### config.mk
export PLATFORM = sky130hd
export DESIGN_NAME = des_link_ctrl_flat
export DESIGN_NICKNAME = d
export VERILOG_FILES = /design/src/rtl/des_link_ctrl_if.sv /design/src/rtl/des_link_ctrl.sv /design/src/flat_wrapper.sv
export SDC_FILE = /design/constraint.sdc
export NUM_CORES = 1
export LEC_CHECK = 0
export CAP_MARGIN = 25
export CELL_PAD_IN_SITES_DETAIL_PLACEMENT = 1
export CELL_PAD_IN_SITES_GLOBAL_PLACEMENT = 1
export CORE_AREA = 2 2 184 186
export CTS_BUF_LIST = sky130_fd_sc_hd__clkbuf_8
export DETAILED_ROUTE_END_ITERATION = 12
export DIE_AREA = 0 0 186 188
export PLACE_DENSITY_LB_ADDON = 0.2
export SETUP_SLACK_MARGIN = 0.1
export SYNTH_ARGS = -nofsm -noshare
export SYNTH_HDL_FRONTEND = slang
export SYNTH_SLANG_ARGS = --single-unit
### constraint.sdc
create_clock -name in_clk -period 8.5 [get_ports in_clk]
set_input_delay 0.85 -clock in_clk [delete_from_list [all_inputs] [get_ports in_clk]]
set_output_delay 0.85 -clock in_clk [all_outputs]
set_load 0.01 [all_outputs]
### src/rtl/des_link_ctrl_if.sv
// des_link_ctrl_if
// Bundles the transmit-request, link-word and receive-consumer signals of
// the serdes link scheduler.
//   master : des_link_ctrl side (drives grants, transmit word, receive head)
//   slave  : requesters / link / receive consumer side
// Signals:
//   req_en, req_valid, req_data : per-requester enable, pending flag, word
//   req_ready                   : one-hot grant
//   des_din / des_dout          : transmit word to link / assembled receive word
//   tx_active, tx_id            : current frame owner
//   rx_enable, rx_ready         : receive capture enable, consumer pop
//   rx_valid, rx_data           : receive buffer head
//   rx_drop_cnt                 : saturating overflow drop count
interface des_link_ctrl_if #(
    parameter int N_REQ = 4,
    parameter int ID_W  = 2
);
    logic [N_REQ-1:0]    req_en;
    logic [N_REQ-1:0]    req_valid;
    logic [64*N_REQ-1:0] req_data;
    logic [N_REQ-1:0]    req_ready;
    logic [63:0]         des_din;
    logic [63:0]         des_dout;
    logic                tx_active;
    logic [ID_W-1:0]     tx_id;
    logic                rx_enable;
    logic                rx_valid;
    logic [63:0]         rx_data;
    logic                rx_ready;
    logic [7:0]          rx_drop_cnt;

    modport master (
        input  req_en, req_valid, req_data, des_dout, rx_enable, rx_ready,
        output req_ready, des_din, tx_active, tx_id, rx_valid, rx_data, rx_drop_cnt
    );

    modport slave (
        output req_en, req_valid, req_data, des_dout, rx_enable, rx_ready,
        input  req_ready, des_din, tx_active, tx_id, rx_valid, rx_data, rx_drop_cnt
    );
endinterface

### src/rtl/des_link_ctrl.sv
// des_link_ctrl
// Frame scheduler and round-robin arbiter for the 64-bit serdes link.
// An 8-cycle frame counter (fc) mirrors the link's phase counter. At fc==7 a
// round-robin arbiter picks one enabled, valid requester; on the 7->0 edge
// its word is loaded onto des_din and held for the whole frame. On the edge
// leaving fc==4 the completed inbound word is pushed into a 2-entry receive
// FIFO with a valid/ready consumer port and a saturating drop counter.
// Ports:
//   in_clk : clock shared with the link block
//   rst    : asynchronous, active-high reset
//   bus    : des_link_ctrl_if.master (requesters, link words, rx consumer)
module des_link_ctrl #(
    parameter int N_REQ = 4,
    parameter int ID_W  = 2
) (
    input  logic            in_clk,
    input  logic            rst,
    des_link_ctrl_if.master bus
);

    localparam logic [2:0]    FC_GRANT   = 3'd7;
    localparam logic [2:0]    FC_CAPTURE = 3'd4;
    localparam logic [ID_W:0] N_REQ_W    = (ID_W+1)'(N_REQ);
    localparam logic [ID_W:0] ONE_W      = (ID_W+1)'(1);

    // Registered state
    logic [2:0]      fc_q,          fc_d;
    logic [ID_W-1:0] rr_q,          rr_d;
    logic [63:0]     des_din_q,     des_din_d;
    logic [ID_W-1:0] tx_id_q,       tx_id_d;
    logic            tx_active_q,   tx_active_d;
    logic [1:0]      rx_cnt_q,      rx_cnt_d;
    logic [63:0]     rx_mem0_q,     rx_mem0_d;
    logic [63:0]     rx_mem1_q,     rx_mem1_d;
    logic            rx_valid_q,    rx_valid_d;
    logic [7:0]      rx_drop_cnt_q, rx_drop_cnt_d;

    // Arbiter signals
    logic [N_REQ-1:0] eligible_s;
    logic             win_found_s;
    logic [ID_W-1:0]  win_id_s;
    logic [ID_W:0]    cand_ext_s;
    logic [ID_W-1:0]  cand_s;
    logic             hit_s;
    logic [63:0]      win_data_s;
    logic             grant_window_s;
    logic [N_REQ-1:0] req_ready_s;
    logic [ID_W:0]    next_rr_ext_s;

    // Receive signals
    logic rx_pop_s;
    logic rx_try_s;
    logic rx_full_s;
    logic rx_push_s;
    logic rx_drop_s;

    // Round-robin search over eligible requesters starting at rr_q.
    always_comb begin
        eligible_s  = bus.req_valid & bus.req_en;
        win_found_s = 1'b0;
        win_id_s    = {ID_W{1'b0}};
        cand_ext_s  = {(ID_W+1){1'b0}};
        cand_s      = {ID_W{1'b0}};
        hit_s       = 1'b0;
        for (int k = 0; k < N_REQ; k++) begin
            // rr_q + k stays below 2*N_REQ, so one conditional subtract wraps it
            cand_ext_s  = {1'b0, rr_q} + (ID_W+1)'(k);
            cand_ext_s  = (cand_ext_s >= N_REQ_W) ? (cand_ext_s - N_REQ_W) : cand_ext_s;
            cand_s      = cand_ext_s[ID_W-1:0];
            hit_s       = !win_found_s && eligible_s[cand_s];
            win_id_s    = hit_s ? cand_s : win_id_s;
            win_found_s = win_found_s | hit_s;
        end
    end

    // Winner word mux, one-hot grant and next round-robin pointer.
    always_comb begin
        win_data_s = 64'h0;
        for (int k = 0; k < N_REQ; k++) begin
            win_data_s = (win_id_s == ID_W'(k)) ? bus.req_data[64*k +: 64] : win_data_s;
        end
        // Grant is masked during reset: fc sits at 7 then, but no edge will
        // ever complete the handshake, so a requester must not see ready.
        grant_window_s = (fc_q == FC_GRANT) && !rst;
        for (int k = 0; k < N_REQ; k++) begin
            req_ready_s[k] = grant_window_s && win_found_s && (win_id_s == ID_W'(k));
        end
        next_rr_ext_s = {1'b0, win_id_s} + ONE_W;
        next_rr_ext_s = (next_rr_ext_s >= N_REQ_W) ? {(ID_W+1){1'b0}} : next_rr_ext_s;
    end

    // Frame counter and transmit-side next state; transmit outputs change only
    // on the fc 7->0 edge so they stay stable for the whole frame.
    always_comb begin
        fc_d        = fc_q + 3'd1;
        rr_d        = rr_q;
        des_din_d   = des_din_q;
        tx_id_d     = tx_id_q;
        tx_active_d = tx_active_q;
        if (fc_q == FC_GRANT) begin
            if (win_found_s) begin
                des_din_d   = win_data_s;
                tx_id_d     = win_id_s;
                tx_active_d = 1'b1;
                rr_d        = next_rr_ext_s[ID_W-1:0];
            end else begin
                des_din_d   = 64'h0;
                tx_active_d = 1'b0;
            end
        end else begin
            des_din_d   = des_din_q;
            tx_active_d = tx_active_q;
        end
    end

    // Receive FIFO next state: capture on the edge leaving fc==4; a pop on
    // the same edge frees a slot so a full FIFO still accepts the push.
    always_comb begin
        rx_pop_s      = rx_valid_q && bus.rx_ready;
        rx_try_s      = (fc_q == FC_CAPTURE) && bus.rx_enable;
        rx_full_s     = (rx_cnt_q == 2'd2);
        rx_push_s     = rx_try_s && (!rx_full_s || rx_pop_s);
        rx_drop_s     = rx_try_s && rx_full_s && !rx_pop_s;
        rx_cnt_d      = rx_cnt_q;
        rx_mem0_d     = rx_mem0_q;
        rx_mem1_d     = rx_mem1_q;
        rx_drop_cnt_d = rx_drop_cnt_q;
        case ({rx_push_s, rx_pop_s})
            2'b10: begin
                case (rx_cnt_q)
                    2'd0: begin
                        rx_mem0_d = bus.des_dout;
                        rx_cnt_d  = 2'd1;
                    end
                    2'd1: begin
                        rx_mem1_d = bus.des_dout;
                        rx_cnt_d  = 2'd2;
                    end
                    default: begin
                        rx_cnt_d = rx_cnt_q;
                    end
                endcase
            end
            2'b01: begin
                rx_mem0_d = rx_mem1_q;
                rx_cnt_d  = rx_cnt_q - 2'd1;
            end
            2'b11: begin
                // occupancy unchanged; head advances and the new word goes last
                if (rx_cnt_q == 2'd1) begin
                    rx_mem0_d = bus.des_dout;
                end else begin
                    rx_mem0_d = rx_mem1_q;
                    rx_mem1_d = bus.des_dout;
                end
            end
            default: begin
                rx_cnt_d = rx_cnt_q;
            end
        endcase
        rx_valid_d = (rx_cnt_d != 2'd0);
        if (rx_drop_s && (rx_drop_cnt_q != 8'hFF)) begin
            rx_drop_cnt_d = rx_drop_cnt_q + 8'd1;
        end else begin
            rx_drop_cnt_d = rx_drop_cnt_q;
        end
    end

    // State registers; reset aborts any frame in flight immediately.
    always_ff @(posedge in_clk or posedge rst) begin
        if (rst) begin
            fc_q          <= 3'b111;
            rr_q          <= {ID_W{1'b0}};
            des_din_q     <= 64'h0;
            tx_id_q       <= {ID_W{1'b0}};
            tx_active_q   <= 1'b0;
            rx_cnt_q      <= 2'd0;
            rx_mem0_q     <= 64'h0;
            rx_mem1_q     <= 64'h0;
            rx_valid_q    <= 1'b0;
            rx_drop_cnt_q <= 8'h0;
        end else begin
            fc_q          <= fc_d;
            rr_q          <= rr_d;
            des_din_q     <= des_din_d;
            tx_id_q       <= tx_id_d;
            tx_active_q   <= tx_active_d;
            rx_cnt_q      <= rx_cnt_d;
            rx_mem0_q     <= rx_mem0_d;
            rx_mem1_q     <= rx_mem1_d;
            rx_valid_q    <= rx_valid_d;
            rx_drop_cnt_q <= rx_drop_cnt_d;
        end
    end

    assign bus.req_ready   = req_ready_s;
    assign bus.des_din     = des_din_q;
    assign bus.tx_active   = tx_active_q;
    assign bus.tx_id       = tx_id_q;
    assign bus.rx_valid    = rx_valid_q;
    assign bus.rx_data     = rx_mem0_q;
    assign bus.rx_drop_cnt = rx_drop_cnt_q;

endmodule

### src/flat_wrapper.sv
// flat-port wrapper written by rule: the top's interface ports become plain ports
module des_link_ctrl_flat 
#(
    parameter int N_REQ = 4,
    parameter int ID_W  = 2
)
  (in_clk, rst, bus_req_en, bus_req_valid, bus_req_data, bus_des_dout, bus_rx_enable, bus_rx_ready, bus_req_ready, bus_des_din, bus_tx_active, bus_tx_id, bus_rx_valid, bus_rx_data, bus_rx_drop_cnt);
  des_link_ctrl_if #(.N_REQ(N_REQ), .ID_W(ID_W)) bus_i ();
  input  logic in_clk;
  input  logic rst;
  input wire logic [$bits(bus_i.req_en)-1:0] bus_req_en;
  input wire logic [$bits(bus_i.req_valid)-1:0] bus_req_valid;
  input wire logic [$bits(bus_i.req_data)-1:0] bus_req_data;
  input wire logic [$bits(bus_i.des_dout)-1:0] bus_des_dout;
  input wire logic [$bits(bus_i.rx_enable)-1:0] bus_rx_enable;
  input wire logic [$bits(bus_i.rx_ready)-1:0] bus_rx_ready;
  output wire logic [$bits(bus_i.req_ready)-1:0] bus_req_ready;
  output wire logic [$bits(bus_i.des_din)-1:0] bus_des_din;
  output wire logic [$bits(bus_i.tx_active)-1:0] bus_tx_active;
  output wire logic [$bits(bus_i.tx_id)-1:0] bus_tx_id;
  output wire logic [$bits(bus_i.rx_valid)-1:0] bus_rx_valid;
  output wire logic [$bits(bus_i.rx_data)-1:0] bus_rx_data;
  output wire logic [$bits(bus_i.rx_drop_cnt)-1:0] bus_rx_drop_cnt;
  assign bus_i.req_en = bus_req_en;
  assign bus_i.req_valid = bus_req_valid;
  assign bus_i.req_data = bus_req_data;
  assign bus_i.des_dout = bus_des_dout;
  assign bus_i.rx_enable = bus_rx_enable;
  assign bus_i.rx_ready = bus_rx_ready;
  assign bus_req_ready = bus_i.req_ready;
  assign bus_des_din = bus_i.des_din;
  assign bus_tx_active = bus_i.tx_active;
  assign bus_tx_id = bus_i.tx_id;
  assign bus_rx_valid = bus_i.rx_valid;
  assign bus_rx_data = bus_i.rx_data;
  assign bus_rx_drop_cnt = bus_i.rx_drop_cnt;
  des_link_ctrl #(.N_REQ(N_REQ), .ID_W(ID_W)) u_core (.in_clk(in_clk), .rst(rst), .bus(bus_i));
endmodule
**Yosys cells after proc, flatten, opt, wreduce, memory -nomap -nowiden**

Cells that the tools add are included.

- Flip-flop bits (word level): 211
- Input port bits: 332
- Output and inout port bits: 144
- Word-level logic and storage cells: 107

- Add/sub/neg operators: 11
- $lt $le $gt $ge: 9
- Eq/ne operators: 13
- Mux-type cells: 30
- Bitwise logic cells: 4
- Reduce and logical (&&, ||, !) cells: 30

Operators by type and width:

| operator | count |
|---|---|
| 64-bit 2-to-1 mux | 8 |
| 64-bit case mux with 3 select lines | 1 |
| 64-bit case mux with 2 select lines | 1 |
| 2-bit 2-to-1 mux | 9 |
| 1-bit logical AND | 15 |
| 3-bit greater-or-equal comparator (second input constant) | 4 |
| 2-bit by 3-bit less-than comparator with 1-bit output (second input constant) | 4 |
| 2-bit == test (second input constant) | 5 |
| 2-bit by 1-bit subtractor with 2-bit output (second input constant) | 5 |
| 8-bit by 1-bit adder with 8-bit output (second input constant) | 1 |
| 1-bit binary-select mux with 2-bit select | 4 |
| 8-bit != test (second input constant) | 1 |
| 2-bit case mux with 2 select lines | 2 |
| 2-bit by 1-bit adder with 3-bit output (second input constant) | 2 |
| 2-bit by 2-bit adder with 3-bit output (second input constant) | 2 |
| 2-bit by 1-bit == test with 1-bit output (second input constant) | 3 |
| 3-bit == test (second input constant) | 2 |
| 1-bit zero test | 6 |
| 2-bit AND reduction | 3 |
| 1-bit 2-to-1 mux | 5 |
| 4-bit AND | 1 |
| 2-bit zero test | 2 |
| 2-bit nonzero test | 2 |
| 3-bit by 1-bit adder with 3-bit output (second input constant) | 1 |
| other kinds (6) | 8 |

**Depth between registers and ports, before layout**

- Depth in word-level cells: 19
- Depth in mapped cells: 11
- Depth with buffers taken out: 9

**Worst setup path before layout**

No wires, ideal clock.

- Path type: input to output
- Start: input port bus_req_valid[1]
- End: output port bus_req_ready[3]
- Arrival time: 2.529 ns
- Required time: 7.650 ns
- Slack: 5.121 ns
- Stages: 8
- Buffers on the path: 2
- Path through: nand2_1 > a21boi_0 > nor3_1 > and2_1 > ha_1 > clkbuf_1 > clkbuf_1 > nor3b_1

- Longest elaborated chain between the ends: 14
- Elaborated cells on any way between the ends: 25
- Classes of those cells: 1 x eq/ne; 12 x mux; 4 x bitwise; 8 x reduce/logical

RTL lines:

| element | line | source |
|---|---|---|
| start: declaration | flat_wrapper.sv:12 | `input wire logic [$bits(bus_i.req_valid)-1:0] bus_req_valid;` |
| 4-bit AND (*) | des_link_ctrl.sv:59 | `eligible_s = bus.req_valid & bus.req_en;` |
| 1-bit binary-select mux with 2-bit select | des_link_ctrl.sv:70 | `hit_s = !win_found_s && eligible_s[cand_s];` |
| 1-bit 2-to-1 mux (implied by the code) | des_link_ctrl.sv:70 |  |
| 1-bit zero test | des_link_ctrl.sv:70 |  |
| 1-bit logical AND | des_link_ctrl.sv:70 |  |
| 1-bit OR | des_link_ctrl.sv:72 | `win_found_s = win_found_s \| hit_s;` |
| 1-bit zero test | des_link_ctrl.sv:70 |  |
| 1-bit logical AND | des_link_ctrl.sv:70 |  |
| 1-bit OR | des_link_ctrl.sv:72 |  |
| 1-bit zero test | des_link_ctrl.sv:70 |  |
| 1-bit logical AND | des_link_ctrl.sv:70 |  |
| 2-bit 2-to-1 mux (*) | des_link_ctrl.sv:71 | `win_id_s = hit_s ? cand_s : win_id_s;` |
| named net u_core.win_id_s[0] | des_link_ctrl.sv:41 | `logic [ID_W-1:0] win_id_s;` |
| 2-bit == test (*) | des_link_ctrl.sv:86 | `req_ready_s[k] = grant_window_s && win_found_s && (win_id_s == ID_W'(k));` |
| 1-bit logical AND (*) | des_link_ctrl.sv:86 |  |
| end: declaration | flat_wrapper.sv:17 | `output wire logic [$bits(bus_i.req_ready)-1:0] bus_req_ready;` |

The timed path passes the listed nets; every way through them passes the cells marked *. The select of a mux whose other input is x is not followed.

**Final worst setup path**

- Start: input port bus_req_valid[3]
- End: output port bus_req_ready[1]

- Longest elaborated chain between the ends: 14
- Elaborated cells on any way between the ends: 25
- Classes of those cells: 1 x eq/ne; 12 x mux; 4 x bitwise; 8 x reduce/logical

RTL lines:

| element | line |
|---|---|
| 4-bit AND (*) | des_link_ctrl.sv:59 |
| 1-bit binary-select mux with 2-bit select | des_link_ctrl.sv:70 |
| 1-bit 2-to-1 mux (implied by the code) | des_link_ctrl.sv:70 |
| 1-bit zero test | des_link_ctrl.sv:70 |
| 1-bit logical AND | des_link_ctrl.sv:70 |
| 1-bit OR | des_link_ctrl.sv:72 |
| 1-bit zero test | des_link_ctrl.sv:70 |
| 1-bit logical AND | des_link_ctrl.sv:70 |
| 1-bit OR | des_link_ctrl.sv:72 |
| 1-bit zero test | des_link_ctrl.sv:70 |
| 1-bit logical AND | des_link_ctrl.sv:70 |
| 2-bit 2-to-1 mux (*) | des_link_ctrl.sv:71 |
| named net u_core.win_id_s[0] | des_link_ctrl.sv:41 |
| 2-bit by 1-bit == test with 1-bit output (*) | des_link_ctrl.sv:86 |
| 1-bit logical AND (*) | des_link_ctrl.sv:86 |

Marks and branches as above.

==> metrics.md <==
| Metric | Value |
|---|---|
| Total of max-cap violations | `0` |
| CP max stage delay | `0.63 ns` |
| Sw frac | `34.07%` |
| Clk_skew | `0.04153 ns` |
| Core ar. | `33110 um2` |
| DR pass1 iterations | `5` |
| Commonest cells after routing, fill and taps aside | `clkdlybuf4s50_1 (475), dfrtp_1 (208), a21oi_1 (133)` |
| Synth Register Bits | `~210` |
| Reg2Reg Depth | `11` |
| Nets | `1762` |
| Reg2reg setup slack | `roughly 5.1 ns` |
| CTS Hold Bufs | `0` |
| Vias | `approximately 10000` |
| Placer congestion estimate | `between 0.8 and 0.9` |
| Mean area per synthesized cell | `11.05 um2` |
| Post-synthesis net count | `roughly 1300` |
| Max Clock Freq | `216.2 MHz` |
| Crit path depth | `9` |
| Initial Util | `about 33%` |
| Die ar. | `~35000 um2` |
| Clock-pin slew on the worst setup and hold paths | `roughly 0.050 ns` |
| Skew-Pair Late Insertion Delay | `0.54 ns` |
| Routed WL per cell | `approximately 23 um` |
| Pin count of the biggest net entering global routing | `between 100 and 150` |
| Post-Place Cell Area | `15780 um2` |
| Clk pwr share | `between 20% and 30%` |
| Chip Height | `between 150 and 200 um` |
| CTS Sinks | `211` |
| Cell leakage power | `~7.1 nW` |
| Metal3 WL | `2819 um` |
| XOR/XNOR Fraction of Synth Area | `less than 1%` |
| Slew at the pin with the worst max-slew slack | `slightly above 1 ns` |
| Peak supply drop | `~0.13 mV` |
| Sw Pwr | `roughly 1.7 mW` |
| Worst Setup Start Kind | `input pin` |
| CP top delay family | `buffers and inverters` |
| Top FF cell, synth | `dfrtp_1` |
| Int Pwr | `3.240 mW` |
| Worst Hold Class | `reg -> reg` |
| Status | `finished, final reports clean` |
| # resized after CTS | `0` |
| Final wirelength | `roughly 44000 um` |
| WL met2 | `21230 um` |
| Vias per inst | `~5.2` |
| Antenna viol nets, final | `0` |
| Post-route cell area | `between 15000 and 20000 um2` |
| Yosys warns | `0` |
| CP Capture Type | `output pin` |
| Num ports | `476` |
| Cell area after synthesis | `about 11000 um2` |
| CTS H-tree depth | `2` |
| Total GRT Usage | `approximately 24%` |
| Period utilisation layout | `a little over half` |
| Clock tree root buffer cell | `clkbuf_8` |
| Buffers plus inverters on the worst setup path | `3` |
| CTS tree | `yes` |
| Critical Path AT | `between 3 and 4 ns` |
| Final TNS setup | `0 ns` |
| Slew Limit Fails | `0` |
| Synthesis-to-finish area growth | `53.84%` |
| Uppermost layer routed | `met5` |
| Reg power frac | `34.5%` |
| Slew margin rel. | `about a third` |
| Syn Inst Count | `between 900 and 1000` |
| Initial antenna violation count | `10` |
| Num CTS Buffers | `41` |
| Fraction of the mapped netlist area in adder cells | `1.274%` |
| Setup Crit Path Kind | `in -> out` |
| Largest family of logic cells by synthesized area | `compound AO/OA/AOI/OAI gates` |
| Pwr Total | `between 4 and 5 mW` |
| GRT overflow | `0` |
| Number of global-route vias before repair | `10668` |
| Complex-gate fraction of the synthesized area | `between 20% and 30%` |
| Die Wd | `around 190 um` |
| Final Hold Viols | `0` |
| Most common cell after layout, fill and taps aside | `clkdlybuf4s50_1` |
| Tmin final | `around 4.6 ns` |
| Worst path slowest cell | `buf_4` |
| Gate power share | `about 45%` |
| Most frequent CP cell | `clkdlybuf4s50_1` |
| First-pass GRT wire length | `64970 um` |
| Sequential share of the synthesized area | `48.91%` |
| Synth cell types | `47` |
| Synth Area in Simple Gates | `4.250%` |
| Row count | `67` |
| Port Buf Inserts | `around 480` |
| Final-report setup violation count | `0` |
| Worst path required time | `roughly 7.7 ns` |
| Hold Crit Depth | `1` |
| Share of cells above drive strength 1 | `between 10 and 15%` |
| Wire length on met1 | `about 19000 um` |
| RSZ-0062 raised after global routing | `false` |
| CP max FO | `67` |
| Pwr Density | `295.6 nW/um2` |
| # Post-CTS Setup Buffers | `0` |
| DR iter-0 viols | `approximately 630` |
| Post-synth EDFFs | `0` |
| Post-synthesis mux area share | `roughly 9%` |
| Async set-reset flop share out of synthesis | `100.0%` |
| Worst path cell trace | `clkdlybuf4s50_1 > a21bo_2 > a21boi_0 > nor3_1 > and2_1 > ha_2 > buf_4 > nor3b_1 > clkdlybuf4s50_1` |
| DRC | `0` |
| HPWL Detailed | `30020 um` |
| Clock Tree Buf Depth | `3` |
worst paths after layout:
| path | to | from |
|---|---|---|
| hold reg to reg | u_core.fc_q[0]$_DFF_PP1_ | u_core.fc_q[0]$_DFF_PP1_ |
| setup / recovery | bus_req_ready[1] | bus_req_valid[3] |
| hold / removal | u_core.fc_q[0]$_DFF_PP1_ | u_core.fc_q[0]$_DFF_PP1_ |
| setup reg to reg | u_core.bus.des_din[10]$_DFFE_PP0N_ | u_core.rr_q[0]$_DFFE_PP0P_ |
| max in group asynchronous | u_core.bus.des_din[63]$_DFFE_PP0N_ | rst |
| min in group asynchronous | u_core.bus.des_din[56]$_DFFE_PP0N_ | rst |
flip-flops by register name, indices dropped and copies added, names as in the netlist:
register and flops:
u_core.bus.des_din 64, u_core.bus.tx_id 2, u_core.fc_q 3, u_core.bus.tx_active 1, u_core.bus.rx_drop_cnt 8, u_core.rx_cnt_q 2, u_core.rr_q 2, u_core.bus.rx_valid 1
u_core.bus.rx_data 64, u_core.rx_mem1_q 64
final cells by class:
type	instances	area, um2
Inverter	76	292.8
Fill cell	3588	16490
Sequential cell	211	5284
Timing Repair Buffer	488	4852
Clock inverter	19	118.9
Antenna cell	8	20.02
Multi-Input combinational cell	601	4791
Clock buffer	51	701.9
Tap cell	448	560.5
synthesized netlist by cell type (all sizes together) (11+ instances only):
cell     count  share of area [%]
nand2       76                2.7
a22oi       65                4.5
a2bb2oi     64                5.2
dfrtp      208                 48
inv         76                2.6
ha          11                1.3
o2bb2ai     65                5.3
buf         50                3.3
mux2        66                9.0
a221o       63                5.8
clkbuf      40                1.4
a21oi      135                6.4
cells by family after synthesis:
kind of cell             count (synthesis)
AND/OR/NAND/NOR                        105
AO/OA/AOI/OAI                          410
XOR/XNOR                                 8
buffers and inverters                  166
multiplexers                            67
adder cells (fa/ha/maj)                 11
flip-flops                             211
power groups by stage:
| stage | Sequential [mW] | Combinational (mW) | Clock (mW) |
|---|---|---|---|
| floorplan | 1.78 | 1.04 | 0 |
| global placement | 1.68 | 2.17 | 0 |
| detailed placement | 1.70 | 2.20 | 0 |
| CTS | 1.70 | 2.21 | 1.06 |
| global route | 1.75 | 2.36 | 1.10 |
| finish | 1.70 | 2.19 | 1.03 |
per-layer routing:
layer  vias up  global-route usage (%)
met5         -                       0
met4         4                   7.662
met3        65                   5.690
met2       332                   39.46
met1      5027                   31.46
li1       4543                       -
through the flow:
step	hold WS [ns]	util, %	instances	setup WS [ns]
2_1_floorplan	0.4407	-	978	1.889
3_3_place_gp	0.4491	47.66	1824	3.908
3_5_place_dp	0.4622	47.66	1824	3.870
4_1_cts	0.4757	50.13	1894	3.849
5_1_grt	0.5019	50.19	1902	3.671
6_report	0.4728	50.19	1902	3.874
Note: power is estimated with default switching activity, not from simulation.
